<file path="src/rtl/stream_demux.sv">
// stream_demux: registered valid/ready demultiplexer with packet locking.
// Each channel owns a one-entry output slot; a packet's first beat picks the
// channel and the rest of the packet follows it. Out-of-range targets are
// accepted and discarded.
// Optional feature macro: STREAM_DEMUX_DROP_CNT_EN adds the drop_count port.
module stream_demux #(
   parameter int WIDTH        = 16,
   parameter int SELECT_WIDTH = 3,
   parameter int CHANNELS     = 8
) (
   input  logic                    clk,
   input  logic                    reset_n,
   input  logic                    in_valid,
   output logic                    in_ready,
   input  logic [WIDTH-1:0]        in_data,
   input  logic [SELECT_WIDTH-1:0] in_index,
   input  logic                    in_last,
   output logic [CHANNELS-1:0]     out_valid,
   input  logic [CHANNELS-1:0]     out_ready,
   output logic [WIDTH-1:0]        out_data [CHANNELS],
   output logic [CHANNELS-1:0]     out_last,
   output logic                    busy
`ifdef STREAM_DEMUX_DROP_CNT_EN
   ,
   output logic [15:0]             drop_count
`endif
);

   typedef enum logic {ST_IDLE, ST_LOCKED} state_t;

   state_t                  r_state;
   state_t                  w_state_next;
   logic [SELECT_WIDTH-1:0] r_lock_sel;

   logic [SELECT_WIDTH-1:0] w_target;
   logic                    w_target_ok;
   logic                    w_target_free;
   logic                    w_accept;
   logic                    w_drop;
   logic [CHANNELS-1:0]     w_free;
   logic [CHANNELS-1:0]     w_hit;
   logic [CHANNELS-1:0]     w_load;

   // While locked the header's channel is reused; in_index is ignored.
   assign w_target    = (r_state == ST_LOCKED) ? r_lock_sel : in_index;
   assign w_target_ok = (32'(w_target) < 32'(CHANNELS));

   // A slot can take a beat if empty or being drained this same cycle.
   assign w_free = ~out_valid | out_ready;

   // One-hot decode of the target and the free flag of the selected slot.
   always_comb begin
      w_hit         = '0;
      w_target_free = 1'b0;
      for (int c = 0; c < CHANNELS; c++) begin
         if (w_target == SELECT_WIDTH'(c)) begin
            w_hit[c]      = 1'b1;
            w_target_free = w_free[c];
         end
      end
   end

   // Invalid targets are always accepted so a bad packet cannot wedge the input.
   assign in_ready = reset_n & (w_target_ok ? w_target_free : 1'b1);
   assign w_accept = in_valid & in_ready;
   assign w_drop   = w_accept & ~w_target_ok;
   assign w_load   = w_hit & {CHANNELS{w_accept & w_target_ok}};
   assign busy     = (r_state == ST_LOCKED);

   for (genvar gi = 0; gi < CHANNELS; gi++) begin : g_slot
      logic             r_valid;
      logic             r_last;
      logic [WIDTH-1:0] r_data;

      // Slot register: load an accepted beat, otherwise empty once drained.
      always_ff @(posedge clk) begin
         if (!reset_n) begin
            r_valid <= 1'b0;
            r_last  <= 1'b0;
            r_data  <= '0;
         end else if (w_load[gi]) begin
            r_valid <= 1'b1;
            r_last  <= in_last;
            r_data  <= in_data;
         end else if (out_ready[gi]) begin
            r_valid <= 1'b0;
         end
      end

      assign out_valid[gi] = r_valid;
      assign out_last[gi]  = r_last;
      assign out_data[gi]  = r_data;
   end

   // State register and the channel captured from the packet header.
   always_ff @(posedge clk) begin
      if (!reset_n) begin
         r_state    <= ST_IDLE;
         r_lock_sel <= '0;
      end else begin
         r_state <= w_state_next;
         if (r_state == ST_IDLE && w_accept && !in_last) begin
            r_lock_sel <= in_index;
         end
      end
   end

   // Next state: lock on a multi-beat header, unlock on the accepted last beat.
   always_comb begin
      w_state_next = r_state;
      case (r_state)
         ST_IDLE: begin
            if (w_accept && !in_last) w_state_next = ST_LOCKED;
         end
         ST_LOCKED: begin
            if (w_accept && in_last) w_state_next = ST_IDLE;
         end
         default: w_state_next = ST_IDLE;
      endcase
   end

`ifdef STREAM_DEMUX_DROP_CNT_EN
   logic [15:0] r_drop_count;

   // Saturating count of discarded beats.
   always_ff @(posedge clk) begin
      if (!reset_n) begin
         r_drop_count <= '0;
      end else if (w_drop && r_drop_count != 16'hFFFF) begin
         r_drop_count <= r_drop_count + 16'd1;
      end
   end

   assign drop_count = r_drop_count;
`else
   logic w_drop_unused;
   assign w_drop_unused = w_drop;
`endif

endmodule
</file>
<file path="config.mk">
export PLATFORM = sky130hd
export DESIGN_NAME = stream_demux
export DESIGN_NICKNAME = d
export VERILOG_FILES = /design/src/rtl/stream_demux.sv
export SDC_FILE = /design/constraint.sdc
export NUM_CORES = 1
export LEC_CHECK = 0
export BUFFER_PORTS_ARGS = -buffer_cell sky130_fd_sc_hd__buf_2
export CORE_ASPECT_RATIO = 1.5
export CORE_UTILIZATION = 54
export CTS_BUF_LIST = sky130_fd_sc_hd__clkbuf_4
export CTS_CLUSTER_DIAMETER = 120
export DETAILED_ROUTE_END_ITERATION = 8
export GPL_TIMING_DRIVEN = 0
export HOLD_SLACK_MARGIN = 0.15
export PLACE_DENSITY_LB_ADDON = 0.1
export SYNTH_ARGS = -nofsm -noshare
export SYNTH_HDL_FRONTEND = slang
export SYNTH_SLANG_ARGS = --single-unit
</file>
<file path="constraint.sdc">
create_clock -name clk -period 2.5 [get_ports clk]
set_input_delay 0.375 -clock clk [delete_from_list [all_inputs] [get_ports clk]]
set_output_delay 0.375 -clock clk [all_outputs]
set_load 0.01 [all_outputs]
</file>
Word level (Yosys, flattened, before mapping)

Cells that the tools add are included.

Register bits: 148
Input port bits: 31
Output and inout port bits: 146
Logic and storage cells: 89

Equality and inequality tests: 7
Multiplexer cells: 36
Bitwise logic cells: 6
Reductions and logical operators: 14

Operator list:

| cell                                                                   | count |
|---|---|
| 1-bit 2-to-1 mux                                                       | 34 |
| 2-bit nonzero test                                                     | 8 |
| 3-bit equality test (second input constant)                            | 4 |
| 8-bit AND                                                              | 1 |
| 8-bit NOT                                                              | 1 |
| 8-bit OR                                                               | 1 |
| 3-bit by 2-bit equality test with 1-bit output (second input constant) | 2 |
| 1-bit logical AND                                                      | 4 |
| 3-bit by 1-bit equality test with 1-bit output (second input constant) | 1 |
| 3-bit zero test                                                        | 1 |
| 3-bit 2-to-1 mux                                                       | 1 |
| 1-bit AND                                                              | 2 |
| 1-bit case mux with 2 select lines                                     | 1 |
| 1-bit zero test                                                        | 1 |
| 1-bit NOT                                                              | 1 |

Longest topological paths before layout

Gate-level depths: netlist of the first run.

Depth after elaboration: 15
Gate-level depth with buffers: 8
Mapped depth without buffers: 5

Worst setup path after synthesis of the first run

OpenSTA, ideal clock, no wires.

Path type: register to output
Start: register (tool-made name)
End: output in_ready
Arrival time: 1.962 ns
Required time: 2.125 ns
Setup slack: 0.163 ns
Stages on the path, launching flop included: 8
Buffers on the path: 3
Cell sequence: dfxtp_1 > buf_6 > mux2i_4 > nor2_1 > a221oi_2 > buf_2 > buf_4 > o2111a_1

RTL lines:

| element          | RTL line | text |
|---|---|---|
| end: declaration | 14       | `output logic in_ready,` |

==> results of run 1 <==
[cell type report]
type / instances / share of cell area (%)
clock inverter: 12 / 1.99
tap: 147 / 2.34
inverter: 20 / 0.955
multi-input combinational: 412 / 36.3
clock buffer: 20 / 1.91
sequential: 148 / 37.7
buffer: 76 / 5.59
antenna: 1 / 0.0318
timing repair buffer: 186 / 13.2
[report_power, final]
part           internal, W  total [W]  switching [W]  leakage [nW]
clock network     0.000728    0.00157       0.000846         0.157
logic             0.000214   0.000534       0.000320          2.48
registers          0.00240    0.00243      0.0000260          1.20
total              0.00334    0.00454        0.00119          3.84
[registers in the layout, indices dropped and copies added (netlist names), named ones only]
name            flops
g_slot.r_last       8
g_slot.r_valid      8
g_slot.r_data     128
r_lock_sel          3
[worst register-to-register path: stages (launching register included)]
cell      delay, ns
dfxtp_4        0.39
buf_8          0.15
mux2_4         0.36
buf_12         0.15
mux2i_4        0.19
buf_6          0.14
a2111o_1       0.49
buf_4          0.17
o21ai_0        0.25
a21boi_1       0.13
[worst max-delay path by stage]
stage | to | cells past startpoint
6_report | in_ready | 7
5_1_grt | in_ready | 7
4_1_cts | in_ready | 7
3_5_place_dp | in_ready | 8
3_3_place_gp | in_ready | 8
2_1_floorplan | in_ready | 7
[routing by layer]
metal	global-route usage (%)	part of all wire, %	vias to the layer above
li1	-	-	2627
met1	34.1	39	2681
met2	52.7	50	251
met3	8.43	6.9	59
met4	15.7	4.0	0
met5	0	0	-
[cells by family (layout without fill, tap and decap cells)]
kind of cell / after synthesis / count (layout)
AOI/OAI and AO/OA: 137 / 138
buffers and inverters: 97 / 314
DFF: 148 / 148
muxes: 79 / 79
other: 0 / 1
and+or+nand+nor: 195 / 195
[layout by cell type, fill, tap and decap left out, types with 4 or more instances in the layout]
master         instances
mux2i_4                4
nor2b_1               51
a21boi_1              33
buf_6                 12
o21ai_2                6
nand2b_1               9
nand3_1               54
buf_2                168
clkbuf_4              20
dfxtp_1              147
inv_1                 20
a21boi_0              40
buf_4                 34
nand2_1               61
mux2i_1               72
o21ai_0               32
clkbuf_1              39
dlygate4sd3_1          6
nor2_1                 4
o21ai_1               17
[stage by stage]
| stage | hold WS [ns] | TNS, ns | std cells | setup WS [ns] |
|---|---|---|---|---|
| floorplan | 0.439 | 0 | 656 | 0.163 |
| finish | 0.222 | -0.156 | 1022 | -0.133 |
| CTS | 0.163 | -0.125 | 1012 | -0.125 |
| global placement | 0.442 | -0.192 | 962 | -0.192 |
| global route | 0.203 | -0.314 | 1022 | -0.214 |
| detailed placement | 0.451 | -0.199 | 962 | -0.199 |
[timing repair]
item	4_1_cts	5_1_grt
endpoints found under the hold margin	6	0
hold buffers	6	0
buffers inserted	12	5
pin swaps	7	3
gates resized for setup	18	44
setup endpoints to repair	1	37
gates cloned	1	4
==> flow_summary_export.csv, run 1 <==
group,metric,value,unit
pwr,total_power,0.00454,W
logic_synthesis,yosys.area_share.simple,16.0,%
logic_synthesis,synthCells,656,
drt,via_per_inst,5.50,
finish,synthToLayoutAreaGrowth,26.3,%
logic_synthesis,synth_area,6220,um2
sta,max-slew-margin-rel,54.5,%
placed_design,portBuffers,159,
clock_tree,numCtsBuffers,17,
floorplanning,start_util,56.0,%
status,violations,"setup timing",
logic_synthesis,ys_ff_latch,148,
worst_setup_path,reg2reg_depth,9,
drt,drt_iter0_drc,399,
hold_path,hold_start,"in_valid",
clock_tree,root_buffer,"clkbuf_4",
finish,fillers,944,
finish,nNetsFinal,892,
worst_setup_path,cp.arrival,2.26,ns
sta,clock_skew,0.0189,ns
worst_setup_path,critical-path-max-stage-delay,0.39,ns
drt,via_count,5618,
sta,setup_viol,2,
logic_synthesis,seq_area_frac_synth,47.6,%
job,cap_violations,0,
logic_synthesis,yosys_warnings,0,
logic_synthesis,yosysUniqueCellTypes,37,
sta,period_minus_slack,2.63,ns
logic_synthesis,synth_xor_area_share,0,%
pwr,power_density,577,nW/um2
worst_setup_path,worstSetupEndpointType,"output pin",
floorplanning,die_h,133,um
finish,stdcell_area,7860,um2
clock_tree,cts_max_path_buffers,2,
global_route,antenna_found_initial,1,
drt,routed_wl,18.2,mm
floorplanning,io_pins,177,
worst_setup_path,cp_slowest_cell,"dfxtp_4",
drt,routedWlPerCell,17.9,um
worst_setup_path,rrSetupSlack,-0.02,ns
sta,fmax,0.380,GHz
sta,drv_slew,0,
sta,tightestPinTransition,0.683,ns
global_route,grt_pass1_vias,5421,
logic_synthesis,synthAdderAreaFrac,0,%
floorplanning,num_rows,47,
hold_path,holdPathStages,3,
logic_synthesis,async_flop_share,0,%
global_route,grt-ovfl-total,0,
sta,layout_setup_ws,-0.133,ns
pwr,vdd_ir_drop_max,0.000414,V
sta,finalCritPeriodShare,105,%
drt,ant_nets,0,
logic_synthesis,yosysTopAreaCellShare,47.6,%
finish,final_util,70.7,%
worst_setup_path,path_cells,"buf_8 > mux2i_4 > nor2_4 > a221oi_2 > buf_4 > o2111a_1 > buf_2",
finish,drive_gt1_share,31.1,%
drt,drtPass1Iterations,6,
finish,multiInputGateArea,2850,um2
finish,regArea,2970,um2
status,status,"finished, violations left",
worst_setup_path,critPathKind,"reg2out",
logic_synthesis,synth_edf_count,0,
logic_synthesis,yosysMostFrequentCell,"dfxtp_1",
worst_setup_path,cpLargestDelayFamily,"compound AO/OA/AOI/OAI gates",
logic_synthesis,synth_largest_area_cell,"dfxtp_1",
worst_setup_path,cp_num_buf_inv,3,
clock_tree,clk_latency,0.54,ns
floorplanning,die_area,12000,um2
logic_synthesis,synth.area.mux_share,13.5,%
global_route,grt.total_usage,30.8,%
clock_tree,cts_htree_levels,4,
global_route,grt_pass1_wl,27.2,mm
worst_setup_path,cp_max_fo,5,
placed_design,dp_hpwl,12.8,mm
worst_setup_path,worstPathRequired,2.12,ns
floorplanning,coreArea,11100,um2
clock_tree,cts_tree,"yes",
logic_synthesis,synth_ff_type,"dfxtp_1",
placed_design,gp_congestion,0.931,
pwr,p_leak,3.84,nW
worst_setup_path,timing.rr.end,"g_slot[1].r_data[2]$_SDFFE_PN0P_",
clock_tree,clock-sinks,148,
logic_synthesis,synth.top_cells.by_count,"dfxtp_1 (148), mux2i_1 (72), nand2_1 (61)",
drt,route.detailed.drc,0,
clock_tree,path_clk_slew,0.13,ns
logic_synthesis,syn_nets,687,
logic_synthesis,avgSynthCellArea,9.49,um2
placed_design,place_area,7200,um2
sta,rsz0062_at_grt,"yes",
floorplanning,die_w,89.7,um
logic_synthesis,synth-compound-area-share,14.9,%
global_route,grt_max_degree,17,
logic_synthesis,synth_top_family_by_area,"simple AND/OR/NAND/NOR gates",
sta,hold_viol_final,0,
worst_setup_path,critPathLaunchType,"flip-flop",
hold_path,hp-class,"in2reg",
logic_synthesis,synthTopCellsByArea,"dfxtp_1 (48%), mux2i_1 (12%), nor2b_1 (5.1%)",
Note: power is estimated with default switching activity, not from simulation.
==> run 2: changes to the inputs <==
--- a/config.mk
+++ b/config.mk
@@ -5,15 +5,17 @@
 export SDC_FILE = /design/constraint.sdc
 export NUM_CORES = 1
 export LEC_CHECK = 0
+export ABC_AREA = 1
 export BUFFER_PORTS_ARGS = -buffer_cell sky130_fd_sc_hd__buf_2
 export CORE_ASPECT_RATIO = 1.5
-export CORE_UTILIZATION = 54
+export CORE_UTILIZATION = 55
 export CTS_BUF_LIST = sky130_fd_sc_hd__clkbuf_4
 export CTS_CLUSTER_DIAMETER = 120
 export DETAILED_ROUTE_END_ITERATION = 8
 export GPL_TIMING_DRIVEN = 0
 export HOLD_SLACK_MARGIN = 0.15
 export PLACE_DENSITY_LB_ADDON = 0.1
+export REMOVE_ABC_BUFFERS = 1
 export SYNTH_ARGS = -nofsm -noshare
 export SYNTH_HDL_FRONTEND = slang
 export SYNTH_SLANG_ARGS = --single-unit
==> constraint.sdc (replaced) <==
create_clock -name clk -period 3.34 [get_ports clk]
set_input_delay 0.501 -clock clk [delete_from_list [all_inputs] [get_ports clk]]
set_output_delay 0.501 -clock clk [all_outputs]
set_load 0.01 [all_outputs]
==> run 2 against run 1 <==
Compared with the run above: the flow finishes with violations (DRC); core utilization down 2.9 points; combinational power down 45%; global-route usage down 0.93 points; hold slack worse by 0.027 ns; sequential power down 24%; critical path depth up 4; die area down 12%; area after synthesis down 10%; critical path type unchanged.
==> flow_summary_export.csv, run 2 <==
group,metric,value,unit
status,status,"finished, violations left",
status,violations,"DRC",
floorplanning,start_util,57.2,%
drt,ant_nets,0,
clock_tree,numCtsBuffers,17,
pwr,total_power,0.00338,W
sta,tightestPinTransition,0.517,ns
pwr,power_density,512,nW/um2
clock_tree,clk_latency,0.58,ns
sta,drv_slew,0,
logic_synthesis,yosys_warnings,0,
clock_tree,cts_tree,"yes",
pwr,p_leak,3.45,nW
finish,largest_reg_flops,128,
global_route,grt_pass1_wl,24.3,mm
clock_tree,path_clk_slew,0.12,ns
logic_synthesis,yosysUniqueCellTypes,25,
worst_setup_path,cp_max_fo,10,
clock_tree,clock-sinks,148,
logic_synthesis,synth.area.mux_share,0,%
placed_design,portBuffers,176,
logic_synthesis,synthTopCellsByArea,"dfxtp_1 (53%), nor2_1 (19%), o21ai_0 (11%)",
clock_tree,ctsHoldBuffers,0,
floorplanning,die_w,84.2,um
sta,finalCritPeriodShare,87.4,%
floorplanning,die_area,10600,um2
drt,drt_iter0_drc,316,
floorplanning,coreArea,9740,um2
drt,via_count,5251,
drt,route.detailed.drc,24,
clock_tree,cts_max_path_buffers,2,
logic_synthesis,synth-compound-area-share,13.8,%
sta,hold_viol_final,0,
logic_synthesis,yosysMostFrequentCell,"nor2_1",
finish,diodes,0,
finish,final_cell_mix,"nor2_1 (288), buf_2 (175), dfxtp_1 (148), o21ai_0 (123), nand2_1 (26)",
clock_tree,cts_htree_levels,4,
sta,clock_skew,0.0158,ns
global_route,grt_pass1_vias,4904,
floorplanning,num_rows,44,
drt,drtPass1Iterations,7,
finish,final_common_cell,"nor2_1",
pwr,vdd_ir_drop_max,0.000401,V
logic_synthesis,ys_ff_latch,148,
global_route,grt.total_usage,29.9,%
global_route,antenna_found_initial,0,
sta,rsz0062_at_grt,"no",
sta,max-slew-margin-rel,65.4,%
clock_tree,cts_resized,0,
logic_synthesis,seq_area_frac_synth,53.1,%
logic_synthesis,synth_xor_area_share,0,%
worst_setup_path,critPathKind,"reg2out",
sta,setup_viol,0,
drt,routedWlPerCell,15.5,um
sta,layout_setup_ws,0.420,ns
finish,regMostFlops,"g_slot.r_data",
finish,nNetsFinal,897,
logic_synthesis,synthCells,734,
placed_design,place_ws,0.0164,ns
finish,synthToLayoutAreaGrowth,18.6,%
worst_setup_path,worstPathRequired,2.84,ns
drt,routed_wl,15.4,mm
worst_setup_path,worstSetupEndpointType,"output pin",
logic_synthesis,synth_edf_count,0,
logic_synthesis,yosysTopAreaCellShare,53.1,%
logic_synthesis,synth_top_family_by_area,"simple AND/OR/NAND/NOR gates",
logic_synthesis,yosys.area_share.simple,24.6,%
floorplanning,io_pins,177,
clock_tree,postCtsSetupBuffers,0,
global_route,grt_max_degree,94,
logic_synthesis,synth_largest_area_cell,"dfxtp_1",
worst_setup_path,critPathLaunchType,"flip-flop",
clock_tree,root_buffer,"clkbuf_4",
finish,drive_gt1_share,26.5,%
logic_synthesis,async_flop_share,0,%
sta,fmax,0.342,GHz
placed_design,gp_congestion,0.889,
floorplanning,die_h,125,um
logic_synthesis,synth.top_cells.by_count,"nor2_1 (288), dfxtp_1 (148), o21ai_0 (123)",
job,cap_violations,0,
logic_synthesis,synth_area,5580,um2
finish,fillers,836,
worst_setup_path,cp.arrival,2.42,ns
logic_synthesis,synth_ff_type,"dfxtp_1",
hold_path,hp-class,"in2reg",
logic_synthesis,synthAdderAreaFrac,0,%
placed_design,dp_hpwl,10.4,mm
global_route,grt-ovfl-total,0,
logic_synthesis,avgSynthCellArea,7.60,um2
finish,reg_top3,"g_slot.r_data x128, g_slot.r_last x8, g_slot.r_valid x8",
sta,period_minus_slack,2.92,ns
drt,via_per_inst,5.28,
## run 2: cell types whose count changed after synthesis, moves of 8 or more
cell / before / now
nor2b_1: 51 / 0
mux2i_1: 72 / 0
o21ai_0: 55 / 123
a21oi_1: 1 / 9
o21ai_1: 0 / 14
a21boi_1: 33 / 0
clkbuf_1: 41 / 15
nor2_1: 6 / 288
inv_2: 0 / 10
nand3_1: 55 / 6
nand2_1: 61 / 26
clkbuf_2: 2 / 16
nand2b_1: 9 / 0
a21boi_0: 40 / 0
## run 2: final cells by class
class	instances	area (um2)	share of cell area (%)
Multi-Input combinational cell	487	2140	32.3
Timing Repair Buffer	177	911	13.8
Tap cell	115	144	2.18
Clock buffer	19	143	2.16
Clock inverter	13	183	2.76
Inverter	35	131	1.99
Sequential cell	148	2960	44.8
## run 2: per-stage QoR
stage | setup TNS (ns) | cell area (um2) | std cells | hold slack, ns | utilization [%]
3_5_place_dp | 0 | 6290 | 962 | 0.475 | 64.5
2_1_floorplan | 0 | 5230 | 670 | 0.455 | -
5_1_grt | 0 | 6610 | 994 | 0.189 | 67.8
6_report | 0 | 6610 | 994 | 0.195 | 67.8
4_1_cts | 0 | 6610 | 994 | 0.179 | 67.8
3_3_place_gp | -149.48 | 6260 | 961 | 0.471 | 64.2
## run 2: path summary, 6_finish.rpt
check | slack, ns | cells past startpoint | start | to
hold / removal | 0.20 | 4 | out_ready[0] | g_slot[0].r_valid$_SDFFE_PN0P_
setup / recovery | 0.42 | 11 | flip-flop | in_ready
setup reg to reg | 0.52 | 13 | flip-flop | g_slot[1].r_data[2]$_SDFFE_PN0P_
hold reg to reg | 0.49 | 2 | r_lock_sel[2]$_SDFFE_PN0P_ | r_lock_sel[2]$_SDFFE_PN0P_
## run 2: routing by layer
| metal | vias to the layer above | track usage [%] | part of all wire [%] |
|---|---|---|---|
| met2 | 226 | 50.4 | 49 |
| met5 | - | 0 | 0 |
| met1 | 2408 | 34.6 | 40 |
| li1 | 2567 | - | - |
| met3 | 50 | 7.33 | 7.2 |
| met4 | 0 | 16.3 | 4.3 |
## run 2: worst max-delay path, cell delays in order (launching register included)
cell and delay, ns:
dfxtp_1 0.57, inv_2 0.13, nand2_1 0.09, nand2_2 0.09
nor2_2 0.19, nand2_2 0.12, nor2_1 0.13, o21bai_1 0.14
nand3_2 0.14, nand2_1 0.09, inv_1 0.04, buf_2 0.12
## run 2: cell families after synthesis
kind of cell / after synthesis
flops: 148
compound gates: 150
buf+inv: 99
simple gates: 337
## run 2: power by group
part,switching (W),total (W),internal [W]
combinational,0.000201,0.000292,0.0000908
clock,0.000644,0.00125,0.000608
sequential,0.0000252,0.00184,0.00181
